==> config.mk <==
export PLATFORM = sky130hd
export DESIGN_NAME = eae_shift_unit
export DESIGN_NICKNAME = d
export VERILOG_FILES = /design/src/rtl/eae_shift_unit_pkg.sv /design/src/rtl/eae_shift_step.sv /design/src/rtl/eae_shift_unit.sv
export SDC_FILE = /design/constraint.sdc
export NUM_CORES = 1
export LEC_CHECK = 0
export ABC_CLOCK_PERIOD_IN_PS = 5340
export CORE_MARGIN = 10
export CORE_UTILIZATION = 30
export CTS_CLUSTER_SIZE = 14
export DETAILED_ROUTE_END_ITERATION = 10
export GPL_ROUTABILITY_DRIVEN = 0
export SYNTH_ARGS = -nofsm -noshare
export SYNTH_HDL_FRONTEND = slang
export SYNTH_SLANG_ARGS = --single-unit
==> constraint.sdc <==
create_clock -name clk -period 5.34 [get_ports clk]
set_clock_uncertainty 0.15 [all_clocks]
set_input_delay 0.801 -clock clk [delete_from_list [all_inputs] [get_ports clk]]
set_output_delay 0.801 -clock clk [all_outputs]
set_load 0.03 [all_outputs]
==> src/rtl/eae_shift_unit_pkg.sv <==
// Shared EAE definitions: opcode and FSM state encodings, register-pair type,
// and the normalize-stop test used by NMI.
package eae_shift_unit_pkg;

    localparam int WORD_W = 12;
    localparam int SC_W   = 5;

    // Bit 0 is the MSB throughout, matching the CPU's register numbering.
    typedef logic [0:WORD_W-1] word_t;
    typedef logic [0:SC_W-1]   sc_t;

    typedef enum logic [2:0] {
        EAE_NOP = 3'd0,
        EAE_SHL = 3'd1,
        EAE_ASR = 3'd2,
        EAE_LSR = 3'd3,
        EAE_NMI = 3'd4
    } eae_op_e;

    typedef enum logic [1:0] {
        ST_IDLE  = 2'd0,
        ST_SHIFT = 2'd1,
        ST_DONE  = 2'd2
    } eae_state_e;

    typedef struct packed {
        logic  link;
        word_t ac;
        word_t mq;
    } eae_regs_t;

    // NMI stops once the sign and first magnitude bit differ, or nothing
    // below them is left to shift up.
    function automatic logic nmi_normalized(input word_t ac, input word_t mq);
        return (ac[0] != ac[1]) || ({ac[2:WORD_W-1], mq} == '0);
    endfunction

endpackage

==> src/rtl/eae_shift_step.sv <==
// One combinational shift step over {link, AC, MQ} for a given op; NMI callers
// pass EAE_SHL. Any other op returns the registers unchanged.
module eae_shift_step
    import eae_shift_unit_pkg::*;
(
    input  eae_op_e   op,
    input  eae_regs_t cur,
    output eae_regs_t nxt
);

    always_comb begin
        // NOTE: default assignment first so no path through the case infers a latch.
        nxt = cur;
        unique case (op)
            EAE_SHL: begin
                nxt.link = cur.ac[0];
                nxt.ac   = {cur.ac[1:WORD_W-1], cur.mq[0]};
                nxt.mq   = {cur.mq[1:WORD_W-1], 1'b0};
            end
            EAE_ASR: begin
                nxt.link = cur.ac[0];
                nxt.ac   = {cur.ac[0], cur.ac[0:WORD_W-2]};
                nxt.mq   = {cur.ac[WORD_W-1], cur.mq[0:WORD_W-2]};
            end
            EAE_LSR: begin
                nxt.link = 1'b0;
                nxt.ac   = {1'b0, cur.ac[0:WORD_W-2]};
                nxt.mq   = {cur.ac[WORD_W-1], cur.mq[0:WORD_W-2]};
            end
            default: ;
        endcase
    end

endmodule

==> src/rtl/eae_shift_unit.sv <==
// EAE mode-A shift/normalize engine: one bit per clock over AC:MQ, with step
// counter SC and a start/busy/done handshake toward the CPU execute state.
module eae_shift_unit
    import eae_shift_unit_pkg::*;
(
    input  logic        clk,
    input  logic        reset,
    input  logic        start,
    input  logic [0:2]  op,
    input  logic [0:4]  count,
    input  logic [0:11] ac_in,
    input  logic [0:11] mq_in,
    input  logic        link_in,
    output logic        busy,
    output logic        done,
    output logic [0:11] ac_out,
    output logic [0:11] mq_out,
    output logic        link_out,
    output logic [0:4]  sc_out
);

    eae_state_e state_q, state_d;
    eae_op_e    op_q, op_d, op_sel, step_op;
    eae_regs_t  regs_q, regs_d, step_out;
    sc_t        sc_q, sc_d;
    logic       busy_q, busy_d;
    logic       done_q, done_d;

    assign op_sel  = eae_op_e'(op);
    assign step_op = (op_q == EAE_NMI) ? EAE_SHL : op_q;

    eae_shift_step u_step (
        .op  (step_op),
        .cur (regs_q),
        .nxt (step_out)
    );

    always_comb begin
        state_d = state_q;
        op_d    = op_q;
        regs_d  = regs_q;
        sc_d    = sc_q;
        busy_d  = busy_q;
        done_d  = 1'b0;

        unique case (state_q)
            ST_IDLE: begin
                // busy drops on the edge that ends the done pulse.
                busy_d = 1'b0;
                if (start) begin
                    busy_d = 1'b1;
                    regs_d = '{link: link_in, ac: ac_in, mq: mq_in};
                    unique case (op_sel)
                        EAE_SHL, EAE_ASR, EAE_LSR: begin
                            op_d    = op_sel;
                            sc_d    = count;
                            state_d = ST_SHIFT;
                        end
                        EAE_NMI: begin
                            op_d    = EAE_NMI;
                            sc_d    = '0;
                            state_d = ST_SHIFT;
                        end
                        default: begin
                            op_d    = EAE_NOP;
                            sc_d    = '0;
                            state_d = ST_DONE;
                        end
                    endcase
                end
            end
            ST_SHIFT: begin
                if (op_q == EAE_NMI) begin
                    if (nmi_normalized(regs_q.ac, regs_q.mq)) begin
                        state_d = ST_DONE;
                    end else begin
                        regs_d = step_out;
                        sc_d   = sc_q + 5'd1;
                    end
                end else begin
                    // count+1 steps: the step taken with SC==0 is the last.
                    regs_d = step_out;
                    if (sc_q == '0) state_d = ST_DONE;
                    else            sc_d    = sc_q - 5'd1;
                end
            end
            ST_DONE: begin
                done_d  = 1'b1;
                state_d = ST_IDLE;
            end
            default: state_d = ST_IDLE;
        endcase
    end

    // NOTE: non-blocking assignments so every register samples pre-edge values.
    always_ff @(posedge clk or posedge reset) begin
        if (reset) begin
            state_q <= ST_IDLE;
            op_q    <= EAE_NOP;
            regs_q  <= '0;
            sc_q    <= '0;
            busy_q  <= 1'b0;
            done_q  <= 1'b0;
        end else begin
            state_q <= state_d;
            op_q    <= op_d;
            regs_q  <= regs_d;
            sc_q    <= sc_d;
            busy_q  <= busy_d;
            done_q  <= done_d;
        end
    end

    assign busy     = busy_q;
    assign done     = done_q;
    assign ac_out   = regs_q.ac;
    assign mq_out   = regs_q.mq;
    assign link_out = regs_q.link;
    assign sc_out   = sc_q;

endmodule

==> run summary, run 1 <==
CTS
-------------------------------------------------------------------------------------
Depth of the CTS H-tree                                                             2
# clock sinks                                                                      37
TritonCTS clock tree                                                              yes
Root buffer cell                                                         sky130_fd_sc_hd__clkbuf_8
Number of CTS-inserted buffers                                                      5
Post-CTS setup buffer count                                                         0
Clock latency reported for the late side of the worst-skew pair               0.30 ns
Post_cts resized                                                                    0
Hold bufs inserted after CTS                                                        0
Worst-case clock buffer depth                                                       2
Clock transition at the registers of the reported paths                       0.08 ns

ROUTING
-------------------------------------------------------------------------------------
Vias per cell                                                                    4.88
DRC errors left                                                                     0
Post-route antenna net violation count                                              0
Post-DR wirelength/cell                                                  16.2 microns
First-pass DRT Iterations                                                           4
Overall routed net length                                                6510 microns
Initial drt markers                                                                81
Count of vias placed by the detailed router                                      1963

SYNTHESIS
-------------------------------------------------------------------------------------
Sequential fraction of the synthesis area                                       39.1%
Post-synthesis net count                                                          276
Post-synthesis instance area                                             0.00237 sq mm
Number of library cell types mapped by synthesis                                   40
Yosys Warn Count                                                                    0
FF+latch count, synth                                                              37
Mean instance size in the synthesized netlist                              10.0 sq um
Post-Synthesis Cells                                                              236

STA
-------------------------------------------------------------------------------------
Max_slew headroom                                                               24.9%
Post-route setup TNS                                                             0 ns
Slew at the pin closest to its max-slew limit                                 1.13 ns
RSZ-0062 raised after global routing                                            false
Final hold slack                                                             0.363 ns
Final cycle utilization of the critical path                                    58.2%
Maximum clock frequency                                                     0.322 GHz
Final Hold Violating Endpoints                                                      0
Endpoints failing setup                                                             0
Number of pins exceeding their max-slew limit in the final report                   0
Post-layout min period                                                        3.11 ns

LAYOUT
-------------------------------------------------------------------------------------
Net count reported at finish                                                      339
Filler Cell Count                                                                 798
Number of inserted diodes                                                           0
Area growth, synth to finish                                                    35.8%
Area of the multi-input gates                                            0.00136 sq mm
Sequential cell area in the final layout                                    926 sq um
Commonest cells after routing, fill and taps aside                       sky130_fd_sc_hd__clkdlybuf4s50_1, sky130_fd_sc_hd__dfrtp_1, sky130_fd_sc_hd__nand2_1, sky130_fd_sc_hd__o21ai_0, sky130_fd_sc_hd__mux2i_1
Most frequent standard cell in the layout excluding fill and tap cells   sky130_fd_sc_hd__clkdlybuf4s50_1
Share of final-layout standard cells stronger than drive strength 1             14.3%

SETUP PATH
-------------------------------------------------------------------------------------
Crit path arrival time                                                        3.13 ns
Kind of critical path                                                          in2reg
Flop-to-flop setup slack                                                      2.26 ns
Launching element of the worst setup path                                       start
Category of the worst setup path capture point                                   flop
Launch instance of the worst register-to-register path                     state_q[1]
RR Endpoint                                                                ac_out[11]
Last element of the critical path                                          ac_out[11]
Required time at the endpoint of the critical path                            5.37 ns
Number of cells on the worst reg-to-reg path                                        4
Maximum net fanout on the critical path                                            24
Critical Path Start Type                                                   input port

STATUS
-------------------------------------------------------------------------------------
Result of the run                                                           completed

FLOORPLAN
-------------------------------------------------------------------------------------
Full die area                                                            0.0118 sq mm
Die height                                                                109 microns
I/O pin count                                                                      68
Floorplan core area                                                      0.00769 sq mm
Starting density of the core                                                    30.8%
DIE WIDTH                                                                 109 microns
Number of standard-cell rows in the floorplan                                      32

POWER AND IR DROP
-------------------------------------------------------------------------------------
Max VDD drop                                                               0.000275 V
Leak Pwr                                                                      1.37 nW
Power density of the placed cells                                         670 mW/mm^2

GLOBAL ROUTE
-------------------------------------------------------------------------------------
Largest net degree at the start of global routing                                  59
Number of antenna violations at the first check in global routing                   0
Global-route wire length before repair                                   10600 microns
Global Route Usage Sum                                                          11.1%
Vias in the first global route                                                   2033
Remaining Overflow, GRT                                                             0

MIN PATH
-------------------------------------------------------------------------------------
Worst Hold Class                                                              reg2reg

RUN
-------------------------------------------------------------------------------------
MaxCap Viol Count                                                                   0

PLACED DESIGN
-------------------------------------------------------------------------------------
Port bufs                                                                          67
DPL Wire Length                                                          4720 microns

[power breakdown]
| group | switching (mW) | internal, mW |
|---|---|---|
| Clock | 0.106 | 0.105 |
| Sequential | 0.188 | 0.420 |
| Combinational | 0.685 | 0.651 |
| Total | 0.979 | 1.18 |
[kinds of logic (layout without fill, tap and decap cells)]
| family | count (synthesis) | in the layout | share of synthesized area (%) |
|---|---|---|---|
| compound gates | 49 | 49 | 12.8 |
| xor+xnor | 5 | 5 | 1.85 |
| fa+ha+maj | 4 | 4 | 2.43 |
| buf+inv | 17 | 81 | 3.49 |
| flops | 37 | 37 | 39.1 |
| mux | 50 | 50 | 25.7 |
| simple gates | 74 | 74 | 14.6 |
[cell type report]
class / instances / share of cell area [%]
Clock buffer: 6 / 2.57
Clock inverter: 2 / 0.428
Inverter: 4 / 0.467
Multi-Input combinational cell: 182 / 42.4
Sequential cell: 37 / 28.8
Tap cell: 102 / 3.97
Timing Repair Buffer: 69 / 21.3
[how the worst min path moves through the flow]
stage                    start         end  cells after the start
floorplan           state_q[0]        done                      1
global placement    state_q[1]  state_q[1]                      1
detailed placement  state_q[1]  state_q[1]                      1
CTS                 state_q[1]  state_q[1]                      1
global route          link_out    link_out                      1
finish              state_q[1]  state_q[1]                      1
[worst max-delay path, cell delays in order]
cell and delay (ns):
sky130_fd_sc_hd__clkdlybuf4s50_1 0.42, sky130_fd_sc_hd__or3b_2 0.37, sky130_fd_sc_hd__o31ai_1 0.18, sky130_fd_sc_hd__a31oi_4 0.93, sky130_fd_sc_hd__mux2_2 0.42
[registers in the layout (all words and copies together) (netlist names)]
signal and flops:
state_q 2, done 1, mq_out 12, op_q 3
link_out 1, busy 1, sc_out 5, ac_out 12
[metrics by stage]
stage | setup WS [ns] | cells | area (sq um) | util, % | power [mW]
CTS | 2.23 | 402 | 3210 | 41.8 | 2.18
detailed placement | 1.92 | 394 | 3120 | 40.6 | 1.96
global route | 2.02 | 402 | 3210 | 41.8 | 2.31
floorplan | 3.02 | 236 | 2370 | - | 1.52
global placement | 1.98 | 394 | 3120 | 40.6 | 1.94
finish | 2.23 | 402 | 3210 | 41.8 | 2.15
[synthesized netlist by cell type, drive strengths merged]
cell type | number | area, sq um
o21a | 1 | 7.51
dfrtp | 37 | 926
nand4 | 4 | 25.0
xnor2 | 1 | 8.76
mux2i | 23 | 230
nor4 | 5 | 31.3
o21ai | 30 | 154
o2bb2ai | 1 | 8.76
a21oi | 5 | 25.0
a21o | 1 | 7.51
a211oi | 1 | 7.51
o22ai | 1 | 6.26
nor2b | 3 | 18.8
fa | 1 | 20.0
a22o | 2 | 17.5
nand2 | 33 | 124
a22oi | 1 | 7.51
xor2 | 4 | 35.0
a41o | 1 | 10.0
ha | 3 | 37.5
inv | 4 | 15.0
buf | 5 | 37.5
and4 | 1 | 8.76
nor2 | 12 | 45.0
nand3 | 5 | 25.0
or4 | 1 | 7.51
o31ai | 2 | 15.0
nor3 | 4 | 20.0
a31oi | 2 | 27.5
a32oi | 1 | 8.76
mux2 | 27 | 379
or3b | 1 | 8.76
nand2b | 5 | 31.3
clkbuf | 8 | 30.0
[metal layers]
layer	track usage [%]	vias to the layer above	routed length (microns)
met4	2.54	0	42
met1	14.8	938	3130
li1	-	970	-
met3	3.36	5	398
met5	0	-	0
met2	17.3	50	2940
No activity file was read; power rests on OpenSTA's default activity.
==> run 2: changes to the inputs <==
--- a/config.mk
+++ b/config.mk
@@ -5,7 +5,7 @@
 export SDC_FILE = /design/constraint.sdc
 export NUM_CORES = 1
 export LEC_CHECK = 0
-export ABC_CLOCK_PERIOD_IN_PS = 5340
+export ABC_CLOCK_PERIOD_IN_PS = 2750
 export CORE_MARGIN = 10
 export CORE_UTILIZATION = 30
 export CTS_CLUSTER_SIZE = 14
==> constraint.sdc (replaced) <==
create_clock -name clk -period 2.75 [get_ports clk]
set_clock_uncertainty 0.15 [all_clocks]
set_input_delay 0.4125 -clock clk [delete_from_list [all_inputs] [get_ports clk]]
set_output_delay 0.4125 -clock clk [all_outputs]
set_load 0.03 [all_outputs]
==> run 2 against run 1 <==
  * Design area grew 1.8%
  * Hold slack gained 0.0032 ns
  * Largest cell class unchanged
  * Via count grew 3.6%
  * Global-route usage shrank 0.12 points
  * Highest routed layer unchanged
==> run summary, run 2 (synthesis gave the netlist of run 1 again) <==
STA
-------------------------------------------------------------------------------------
RSZ-0062 raised after global routing                                            false   unchanged
Endpoints failing setup                                                             0   unchanged
Final hold slack                                                             0.366 ns   was 0.363 ns
Post-route setup TNS                                                             0 ns   unchanged
Number of pins exceeding their max-slew limit in the final report                   0   unchanged
Maximum clock frequency                                                     0.424 GHz
Max_slew headroom                                                               62.2%   was 24.9%
Slew at the pin closest to its max-slew limit                                0.566 ns   was 1.13 ns
Post-layout min period                                                        2.36 ns
Final cycle utilization of the critical path                                    85.7%
Final Hold Violating Endpoints                                                      0   unchanged

SETUP PATH
-------------------------------------------------------------------------------------
Maximum net fanout on the critical path                                            17   was 24
CP cell instances                                                        nor4_1, and4_1, nand4_1, a31oi_4, buf_12, mux2_2   was clkdlybuf4s50_1, or3b_2, o31ai_1, a31oi_4, mux2_2
Crit path arrival time                                                        2.39 ns   was 3.13 ns
Slowest cell on crit path                                                sky130_fd_sc_hd__dfrtp_1   was sky130_fd_sc_hd__a31oi_4
Buf/Inv on CP                                                                       1   unchanged
Category of the worst setup path capture point                                   flop   unchanged
Required time at the endpoint of the critical path                            2.78 ns   was 5.37 ns
Highest cell delay on the worst timing path                                   0.45 ns   was 0.93 ns
Kind of critical path                                                         reg2reg   was in2reg
Critical Path Start Type                                                         flop   was input port
Family of cells with the greatest summed delay on the critical path      simple AND/OR/NAND/NOR gates   was compound AO/OA/AOI/OAI gates

POWER AND IR DROP
-------------------------------------------------------------------------------------
Leak Pwr                                                                      1.41 nW   was 1.37 nW
Max VDD drop                                                               0.000562 V   was 0.000275 V
Power density of the placed cells                                        1300 mW/mm^2   was 670 mW/mm^2
Total Power                                                                   4.26 mW   was 2.15 mW

LAYOUT
-------------------------------------------------------------------------------------
Filler Cell Count                                                                 752   was 798
Net count reported at finish                                                      345   was 339
Most frequent standard cell in the layout excluding fill and tap cells   sky130_fd_sc_hd__clkdlybuf4s50_1   unchanged
Area growth, synth to finish                                                    38.2%   was 35.8%
Filler-free cell count of the finished design                                     408   was 402
Number of inserted diodes                                                           0   unchanged
Share of final-layout standard cells stronger than drive strength 1             16.0%   was 14.3%
Commonest cells after routing, fill and taps aside                       sky130_fd_sc_hd__clkdlybuf4s50_1, sky130_fd_sc_hd__dfrtp_1, sky130_fd_sc_hd__nand2_1, sky130_fd_sc_hd__o21ai_0, sky130_fd_sc_hd__mux2i_1   unchanged

CTS
-------------------------------------------------------------------------------------
Worst-case clock buffer depth                                                       2   unchanged
Post-CTS setup buffer count                                                         0   unchanged
Number of CTS-inserted buffers                                                      5   unchanged
TritonCTS clock tree                                                              yes   unchanged
Clock transition at the registers of the reported paths                       0.08 ns   about the same
Hold bufs inserted after CTS                                                        0   unchanged
Clock latency reported for the late side of the worst-skew pair               0.30 ns   about the same
Post_cts resized                                                                    0   unchanged
Depth of the CTS H-tree                                                             2   unchanged
# clock sinks                                                                      37   unchanged
Root buffer cell                                                         sky130_fd_sc_hd__clkbuf_8   unchanged

PLACED DESIGN
-------------------------------------------------------------------------------------
DPL Wire Length                                                          4990 microns   was 4720 microns
Post-Place Cells                                                                  400   was 394
Port bufs                                                                          67   unchanged

ROUTING
-------------------------------------------------------------------------------------
Initial drt markers                                                                49   was 81
Count of vias placed by the detailed router                                      2034   was 1963
DRC errors left                                                                     0   unchanged
Post-DR wirelength/cell                                                  16.2 microns   about the same
Vias per cell                                                                    4.99   was 4.88
Overall routed net length                                                6600 microns   was 6510 microns
First-pass DRT Iterations                                                           4   unchanged
Post-route antenna net violation count                                              0   unchanged

GLOBAL ROUTE
-------------------------------------------------------------------------------------
Global-route wire length before repair                                   10400 microns   was 10600 microns
Vias in the first global route                                                   1999   was 2033
Top Usage Layer GRT                                                              met2   unchanged
Remaining Overflow, GRT                                                             0   unchanged
Global Route Usage Sum                                                          11.0%   was 11.1%
Largest net degree at the start of global routing                                  38   was 59
Number of antenna violations at the first check in global routing                   0   unchanged
Met1 Use GR                                                                     14.3%   was 14.8%
Met2 Resource Use GR                                                            17.4%   was 17.3%
Global Route met3 Usage                                                         3.54%   was 3.36%

FLOORPLAN
-------------------------------------------------------------------------------------
Floorplan core area                                                      0.00769 sq mm   unchanged
Number of standard-cell rows in the floorplan                                      32   unchanged
I/O pin count                                                                      68   unchanged
DIE WIDTH                                                                 109 microns   unchanged
Full die area                                                            0.0118 sq mm   unchanged
Starting density of the core                                                    30.8%   unchanged
Die height                                                                109 microns   unchanged

STATUS
-------------------------------------------------------------------------------------
Result of the run                                                           completed   unchanged

RUN
-------------------------------------------------------------------------------------
MaxCap Viol Count                                                                   0   unchanged

MIN PATH
-------------------------------------------------------------------------------------
Worst Hold Class                                                              reg2reg   unchanged

## run 2: cell type report
type / count / area (sq um) / share of cell area, %
clock buffer: 6 / 82.6 / 2.52
clock inverter: 2 / 13.8 / 0.421
inverter: 4 / 15.0 / 0.459
multi-input combinational: 182 / 1360 / 41.7
sequential: 37 / 926 / 28.3
tap: 102 / 128 / 3.90
timing repair buffer: 75 / 743 / 22.7
## run 2: through the flow
step	setup WS, ns	instance area (sq um)	utilization [%]
2_1_floorplan	0.478	2370	-
3_3_place_gp	0.337	3180	41.3
3_5_place_dp	0.316	3180	41.3
4_1_cts	0.329	3270	42.6
5_1_grt	0.232	3270	42.6
6_report	0.393	3270	42.6
## run 2: path summary, 6_finish.rpt
check / endpoint / cells past startpoint / slack, ns / startpoint
min in group asynchronous: mq_out[2] / 3 / 0.38 / reset
setup reg to reg: ac_out[1] / 6 / 0.39 / ac_out[4]
hold reg to reg: state_q[1] / 1 / 0.37 / state_q[1]
setup / recovery: ac_out[1] / 6 / 0.39 / ac_out[4]
max in group asynchronous: mq_out[9] / 3 / 1.73 / reset
hold / removal: state_q[1] / 1 / 0.37 / state_q[1]
## run 2: worst reg2reg max path, delay by kind of cell, from the launching register on
kind | cells | cell delay [ns]
AOI/OAI and AO/OA | 1 | 0.24
buffers and inverters | 1 | 0.21
and+or+nand+nor | 3 | 0.85
muxes | 1 | 0.35
DFF | 1 | 0.45
## run 2: where the power goes
part | switching, mW | internal [mW]
combinational | 1.34 | 1.31
clock | 0.214 | 0.204
sequential | 0.367 | 0.816
total | 1.92 | 2.33
## run 2: routing by layer
metal / vias to the layer above / wire length (microns) / part of all wire [%]
met2: 53 / 2990 / 45
met1: 980 / 3100 / 47
met5: - / 0 / 0
met3: 7 / 452 / 6.9
li1: 994 / - / -
met4: 0 / 49 / 0.74
